<file path="config.mk">
export PLATFORM = sky130hd
export DESIGN_NAME = spi_frame_rx_flat
export DESIGN_NICKNAME = d
export VERILOG_FILES = /design/src/rtl/spi_frame_rx_pkg.sv /design/src/rtl/spi_frame_rx_if.sv /design/src/rtl/spi_frame_rx_sync_edge.sv /design/src/rtl/spi_frame_rx.sv /design/src/flat_wrapper.sv
export SDC_FILE = /design/constraint.sdc
export NUM_CORES = 1
export LEC_CHECK = 0
export ABC_CLOCK_PERIOD_IN_PS = 3600
export BUFFER_PORTS_ARGS = -buffer_cell sky130_fd_sc_hd__buf_4
export CORE_UTILIZATION = 50
export CTS_CLUSTER_DIAMETER = 150
export DETAILED_ROUTE_END_ITERATION = 6
export PLACE_DENSITY_LB_ADDON = 0.08
export SLEW_MARGIN = 20
export SYNTH_ARGS = -nofsm -noshare
export SYNTH_HDL_FRONTEND = slang
export SYNTH_HIERARCHICAL = 1
export SYNTH_SLANG_ARGS = --single-unit
</file>
<file path="constraint.sdc">
create_clock -name clk -period 3.6 [get_ports clk]
set_clock_uncertainty 0.1 [all_clocks]
set_input_delay 0 -clock clk [delete_from_list [all_inputs] [get_ports clk]]
set_output_delay 0 -clock clk [all_outputs]
set_load 0.02 [all_outputs]
</file>
<file path="src/rtl/spi_frame_rx_pkg.sv">
// Shared constants and types for the SPI frame receiver.
// Frame layout (MSB first): [15] rw, [14:8] address, [7:0] data.
package spi_frame_pkg;

    // Default frame geometry; ADDR_W + DATA_W + 1 must equal FRAME_BITS.
    localparam int DEF_FRAME_BITS = 16;
    localparam int DEF_ADDR_W     = 7;
    localparam int DEF_DATA_W     = 8;

    // Field bit positions inside the default 16-bit frame.
    localparam int RW_BIT   = 15;
    localparam int ADDR_MSB = 14;
    localparam int ADDR_LSB = 8;
    localparam int DATA_MSB = 7;

    // Receiver state: waiting for chip select, or collecting bits.
    typedef enum logic {
        IDLE  = 1'b0,
        SHIFT = 1'b1
    } rx_state_t;

endpackage

</file>
<file path="src/rtl/spi_frame_rx_if.sv">
// Decoded-frame bus from the SPI receiver to the register bank.
// master = receiver (drives fields and strobes), slave = register bank.
interface spi_frame_rx_if
    import spi_frame_pkg::*;
#(
    parameter int ADDR_W = DEF_ADDR_W,
    parameter int DATA_W = DEF_DATA_W
);

    logic              frame_valid;
    logic              frame_rw;
    logic [ADDR_W-1:0] frame_addr;
    logic [DATA_W-1:0] frame_data;
    logic              frame_err;
    logic              busy;

    modport master (
        output frame_valid,
        output frame_rw,
        output frame_addr,
        output frame_data,
        output frame_err,
        output busy
    );

    modport slave (
        input frame_valid,
        input frame_rw,
        input frame_addr,
        input frame_data,
        input frame_err,
        input busy
    );

endinterface

</file>
<file path="src/rtl/spi_frame_rx_sync_edge.sv">
// Multi-flop synchroniser for one asynchronous pin, plus a history flop
// so that rising/falling edges of the synchronised value can be detected.
// RST_VAL is the idle level of the pin, so no false edge appears after reset.
module sync_edge #(
    parameter int   STAGES  = 2,
    parameter logic RST_VAL = 1'b0
) (
    input  logic clk,
    input  logic rst_n,
    input  logic d,
    output logic sync,
    output logic rise,
    output logic fall
);

    logic [STAGES-1:0] chain_reg;
    logic              hist_reg;

    // Shift the raw pin through the synchroniser chain; remember last output.
    always_ff @(posedge clk or negedge rst_n) begin
        if (!rst_n) begin
            chain_reg <= {STAGES{RST_VAL}};
            hist_reg  <= RST_VAL;
        end else begin
            chain_reg <= {chain_reg[STAGES-2:0], d};
            hist_reg  <= chain_reg[STAGES-1];
        end
    end

    assign sync = chain_reg[STAGES-1];
    assign rise = sync & ~hist_reg;
    assign fall = ~sync & hist_reg;

endmodule

</file>
<file path="src/rtl/spi_frame_rx.sv">
// SPI mode-0, MSB-first frame receiver. Pins are synchronised into clk,
// bits are shifted on synchronised SCLK rising edges while nCS is low, and
// the frame is judged when nCS rises: exact length -> fields + valid pulse,
// any other non-zero length -> error pulse, zero bits -> silently ignored.
module spi_frame_rx
    import spi_frame_pkg::*;
#(
    parameter int SYNC_STAGES = 2,
    parameter int FRAME_BITS  = DEF_FRAME_BITS,
    parameter int ADDR_W      = DEF_ADDR_W,
    parameter int DATA_W      = DEF_DATA_W
) (
    input  logic                  clk,
    input  logic                  rst_n,
    input  logic                  sclk,
    input  logic                  copi,
    input  logic                  ncs,
    spi_frame_rx_if.master        frame_bus
);

    // Counter must hold FRAME_BITS+1 so over-length frames stay detectable.
    localparam int CNT_W = $clog2(FRAME_BITS + 2);
    localparam logic [CNT_W-1:0] CNT_FULL = CNT_W'(FRAME_BITS);
    localparam logic [CNT_W-1:0] CNT_SAT  = CNT_W'(FRAME_BITS + 1);

    logic sclk_sync;
    logic sclk_rise;
    logic sclk_fall_unused;
    logic copi_sync;
    logic copi_rise_unused;
    logic copi_fall_unused;
    logic ncs_sync;
    logic ncs_rise;
    logic ncs_fall;

    sync_edge #(.STAGES(SYNC_STAGES), .RST_VAL(1'b0)) u_sync_sclk (
        .clk   (clk),
        .rst_n (rst_n),
        .d     (sclk),
        .sync  (sclk_sync),
        .rise  (sclk_rise),
        .fall  (sclk_fall_unused)
    );

    sync_edge #(.STAGES(SYNC_STAGES), .RST_VAL(1'b0)) u_sync_copi (
        .clk   (clk),
        .rst_n (rst_n),
        .d     (copi),
        .sync  (copi_sync),
        .rise  (copi_rise_unused),
        .fall  (copi_fall_unused)
    );

    // nCS idles high, so its synchroniser resets high.
    sync_edge #(.STAGES(SYNC_STAGES), .RST_VAL(1'b1)) u_sync_ncs (
        .clk   (clk),
        .rst_n (rst_n),
        .d     (ncs),
        .sync  (ncs_sync),
        .rise  (ncs_rise),
        .fall  (ncs_fall)
    );

    rx_state_t              state_reg,  state_next;
    logic [CNT_W-1:0]       cnt_reg,    cnt_next;
    logic [FRAME_BITS-1:0]  shift_reg,  shift_next;
    logic                   valid_reg,  valid_next;
    logic                   err_reg,    err_next;
    logic                   rw_reg,     rw_next;
    logic [ADDR_W-1:0]      addr_reg,   addr_next;
    logic [DATA_W-1:0]      data_reg,   data_next;

    // State, shifter, counter and output registers.
    always_ff @(posedge clk or negedge rst_n) begin
        if (!rst_n) begin
            state_reg <= IDLE;
            cnt_reg   <= '0;
            shift_reg <= '0;
            valid_reg <= 1'b0;
            err_reg   <= 1'b0;
            rw_reg    <= 1'b0;
            addr_reg  <= '0;
            data_reg  <= '0;
        end else begin
            state_reg <= state_next;
            cnt_reg   <= cnt_next;
            shift_reg <= shift_next;
            valid_reg <= valid_next;
            err_reg   <= err_next;
            rw_reg    <= rw_next;
            addr_reg  <= addr_next;
            data_reg  <= data_next;
        end
    end

    // Next-state logic: start on nCS fall, shift on SCLK rise, judge on nCS rise.
    always_comb begin
        state_next = state_reg;
        cnt_next   = cnt_reg;
        shift_next = shift_reg;
        valid_next = 1'b0;
        err_next   = 1'b0;
        rw_next    = rw_reg;
        addr_next  = addr_reg;
        data_next  = data_reg;

        case (state_reg)
            IDLE: begin
                if (ncs_fall) begin
                    cnt_next   = '0;
                    shift_next = '0;
                    state_next = SHIFT;
                end
            end
            SHIFT: begin
                if (ncs_rise) begin
                    // A coincident SCLK edge is dropped here: nCS is already high.
                    state_next = IDLE;
                    if (cnt_reg == CNT_FULL) begin
                        valid_next = 1'b1;
                        rw_next    = shift_reg[FRAME_BITS-1];
                        addr_next  = shift_reg[FRAME_BITS-2 -: ADDR_W];
                        data_next  = shift_reg[DATA_W-1:0];
                    end else if (cnt_reg != '0) begin
                        err_next = 1'b1;
                    end
                end else if (sclk_rise && !ncs_sync) begin
                    shift_next = {shift_reg[FRAME_BITS-2:0], copi_sync};
                    if (cnt_reg != CNT_SAT) begin
                        cnt_next = cnt_reg + CNT_W'(1);
                    end
                end
            end
            default: state_next = IDLE;
        endcase
    end

    assign frame_bus.frame_valid = valid_reg;
    assign frame_bus.frame_err   = err_reg;
    assign frame_bus.frame_rw    = rw_reg;
    assign frame_bus.frame_addr  = addr_reg;
    assign frame_bus.frame_data  = data_reg;
    assign frame_bus.busy        = ~ncs_sync;

endmodule

</file>
<file path="src/flat_wrapper.sv">
// flat-port wrapper written by rule: the top's interface ports become plain ports
module spi_frame_rx_flat import spi_frame_pkg::*;
#(
    parameter int SYNC_STAGES = 2,
    parameter int FRAME_BITS  = DEF_FRAME_BITS,
    parameter int ADDR_W      = DEF_ADDR_W,
    parameter int DATA_W      = DEF_DATA_W
)
  (clk, rst_n, sclk, copi, ncs, frame_bus_frame_valid, frame_bus_frame_rw, frame_bus_frame_addr, frame_bus_frame_data, frame_bus_frame_err, frame_bus_busy);
  spi_frame_rx_if #(.ADDR_W(ADDR_W), .DATA_W(DATA_W)) frame_bus_i ();
  input  logic clk;
  input  logic rst_n;
  input  logic sclk;
  input  logic copi;
  input  logic ncs;
  output wire logic [$bits(frame_bus_i.frame_valid)-1:0] frame_bus_frame_valid;
  output wire logic [$bits(frame_bus_i.frame_rw)-1:0] frame_bus_frame_rw;
  output wire logic [$bits(frame_bus_i.frame_addr)-1:0] frame_bus_frame_addr;
  output wire logic [$bits(frame_bus_i.frame_data)-1:0] frame_bus_frame_data;
  output wire logic [$bits(frame_bus_i.frame_err)-1:0] frame_bus_frame_err;
  output wire logic [$bits(frame_bus_i.busy)-1:0] frame_bus_busy;
  assign frame_bus_frame_valid = frame_bus_i.frame_valid;
  assign frame_bus_frame_rw = frame_bus_i.frame_rw;
  assign frame_bus_frame_addr = frame_bus_i.frame_addr;
  assign frame_bus_frame_data = frame_bus_i.frame_data;
  assign frame_bus_frame_err = frame_bus_i.frame_err;
  assign frame_bus_busy = frame_bus_i.busy;
  spi_frame_rx #(.SYNC_STAGES(SYNC_STAGES), .FRAME_BITS(FRAME_BITS), .ADDR_W(ADDR_W), .DATA_W(DATA_W)) u_core (.clk(clk), .rst_n(rst_n), .sclk(sclk), .copi(copi), .ncs(ncs), .frame_bus(frame_bus_i));
endmodule
</file>
==> flow_metrics.py <==
metrics = {
    "place": {
        "hpwlAfterDp_mm": 1.96,
        "gp_congestion": 0.773,
        "port-buffer-count": 23,
        "dp_cells": 219,
    },
    "global_route": {
        "gr-usage-met2_pct": 25.1,
        "grt_pass1_wl_mm": 5.44,
        "grt_antenna_before_repair": 0,
        "grt_max_degree": 49,
        "grtUsageMet3_pct": 5.28,
        "top_usage_layer": "met2",
        "grt.overflow.total": 0,
        "grt_pass1_vias": 1104,
        "grtUsageMet1_pct": 25.0,
        "grt_util_all_layers_pct": 17.5,
    },
    "die": {
        "die_w_um": 64.5,
        "core_area_um2": 3690,
        "start_util_pct": 52.9,
        "io_pins": 24,
        "die_area_um2": 4160,
        "row_count": 22,
        "die_h_um": 64.5,
    },
    "worst_setup_path": {
        "worstPathArrival_ns": 2.52,
        "startpoint": "u_core/state_reg",
        "max_stage_delay_ns": 0.78,
        "path_max_fanout": 23,
        "startpoint_type": "register",
        "critPathKind": "reg -> reg",
        "r2r_start": "u_core/state_reg",
        "cpMostUsedCell": "and3_1",
        "path_cells": "and3_1 > and3_1 > mux2_2",
        "crit_required_ns": 3.68,
        "end_kind": "register",
        "slowest_stage": "and3_1",
    },
    "synthesis": {
        "synthCells": 157,
        "ys_warn_count": 6,
        "synth_nets": 165,
        "synth_area_um2": 1950,
        "syn_area_per_cell_um2": 12.4,
    },
    "timing": {
        "fin_setup_tns_ns": 0,
        "drv_slew": 0,
        "setup_viol": 0,
        "hold_viol_final": 0,
        "layout_min_cycle_time_ns": 2.44,
        "worst_hold_slack_ns": 0.138,
        "fmax_mhz": 410,
        "grt_setup_unrepaired": "false",
        "relSlewSlack_pct": 37.5,
        "tightest_slew_ns": 0.937,
        "fin_crit_sh_pct": 67.8,
    },
    "clock_network": {
        "clk_latency_ns": 0.30,
        "clockBufferDepth": 2,
        "cts_buffers": 5,
        "cts_tree": "yes",
        "cts_setup_buffers": 0,
        "post_cts_resized": 0,
        "root_buffer": "clkbuf_8",
        "clkSinkCount": 48,
        "htreeDepth": 2,
        "cts.clk_slew.worst_paths_ns": 0.08,
        "holdBufCountCts": 4,
    },
    "min_path": {
        "hold_path_class": "in -> async",
    },
    "cells_and_area": {
        "final_nets": 190,
        "largest_register_ff_count": 16,
        "drive_above_1_share_pct": 27.9,
        "diodes": 0,
        "mostFrequentLayoutCells": "dfrtp_1, nand3_1, buf_4",
        "finalNonFillerCells": 231,
        "layout_commonest_cell": "dfrtp_1",
        "syn_to_final_growth_pct": 15.2,
    },
    "detailed_routing": {
        "detail_route.wl_per_cell_um": 13.7,
        "route.antenna.remaining_nets": 0,
        "dr.pass1.iters": 4,
        "via_per_inst": 5.27,
        "drtIter0Drc": 83,
        "wirelength_mm": 3.16,
        "via_count": 1217,
        "drc": 0,
    },
    "flow_run": {
        "drv_cap": 0,
    },
    "status": {
        "status": "complete, no violations",
    },
    "pwr": {
        "switchingPower_uw": 257,
        "peakVddDrop_mv": 0.273,
        "clock_power_share_pct": 30.3,
        "p_per_area_nw_per_um2": 444,
        "combPwrFrac_pct": 9.4,
        "p_seq_share_pct": 60.3,
        "power.share.switching_pct": 25.8,
        "power_leakage_uw": 0.00117,
        "internal_power_uw": 741,
    },
}
-- final cells by class --
type / instances / area [um2]
clock buffers: 7 / 76.3
clock inverters: 1 / 5.00
fillers: 316 / 1440
inverters: 4 / 15.0
multi-input cells: 95 / 666
flip-flops and latches: 48 / 1200
well taps: 48 / 60.1
repair buffers: 28 / 220
-- final timing paths --
path                                                   end  slack (ns)  depth (start not counted)
min                            u_core/u_sync_sclk/hist_reg        0.14                          2
min reg2reg                 u_core/u_sync_ncs/chain_reg[1]        0.26                          0
max reg2reg                 u_core/frame_bus.frame_data[2]        1.16                          3
min in group clk           u_core/u_sync_copi/chain_reg[0]        0.23                          2
max in group asynchronous              u_core/shift_reg[0]        2.86                          2
max                         u_core/frame_bus.frame_data[2]        1.16                          3
-- metrics by stage --
step | worst slack, ns | power [uW] | utilization (%) | area, um2
after floorplan | 1.79 | 668 | - | 1950
after global placement | 1.21 | 699 | 57.6 | 2130
after detailed placement | 1.17 | 704 | 57.6 | 2130
after CTS | 1.16 | 1010 | 60.9 | 2250
after global routing | 1.04 | 1050 | 60.9 | 2250
final | 1.16 | 998 | 60.9 | 2250
-- worst max-delay path, delay by kind of cell, from the launching register on --
| family | cells | cell delay [ns] |
|---|---|---|
| simple gates | 2 | 1.03 |
| flops | 1 | 0.77 |
| mux | 1 | 0.42 |
-- metal layers --
metal	part of all wire, %	wire (um)	vias to the layer above
li1	-	-	587
met1	50	1580	599
met2	44	1400	25
met3	4.1	130	6
met4	1.6	52	0
met5	0	0	-
-- power groups by stage --
stage	logic, uW	clock network, uW	registers, uW
finish	94.2	302	602
detailed placement	91.8	0	612
CTS	95.8	312	601
global route	111	337	607
global placement	90.0	0	609
floorplan	71.1	0	597
No activity file was read; power rests on OpenSTA's default activity.
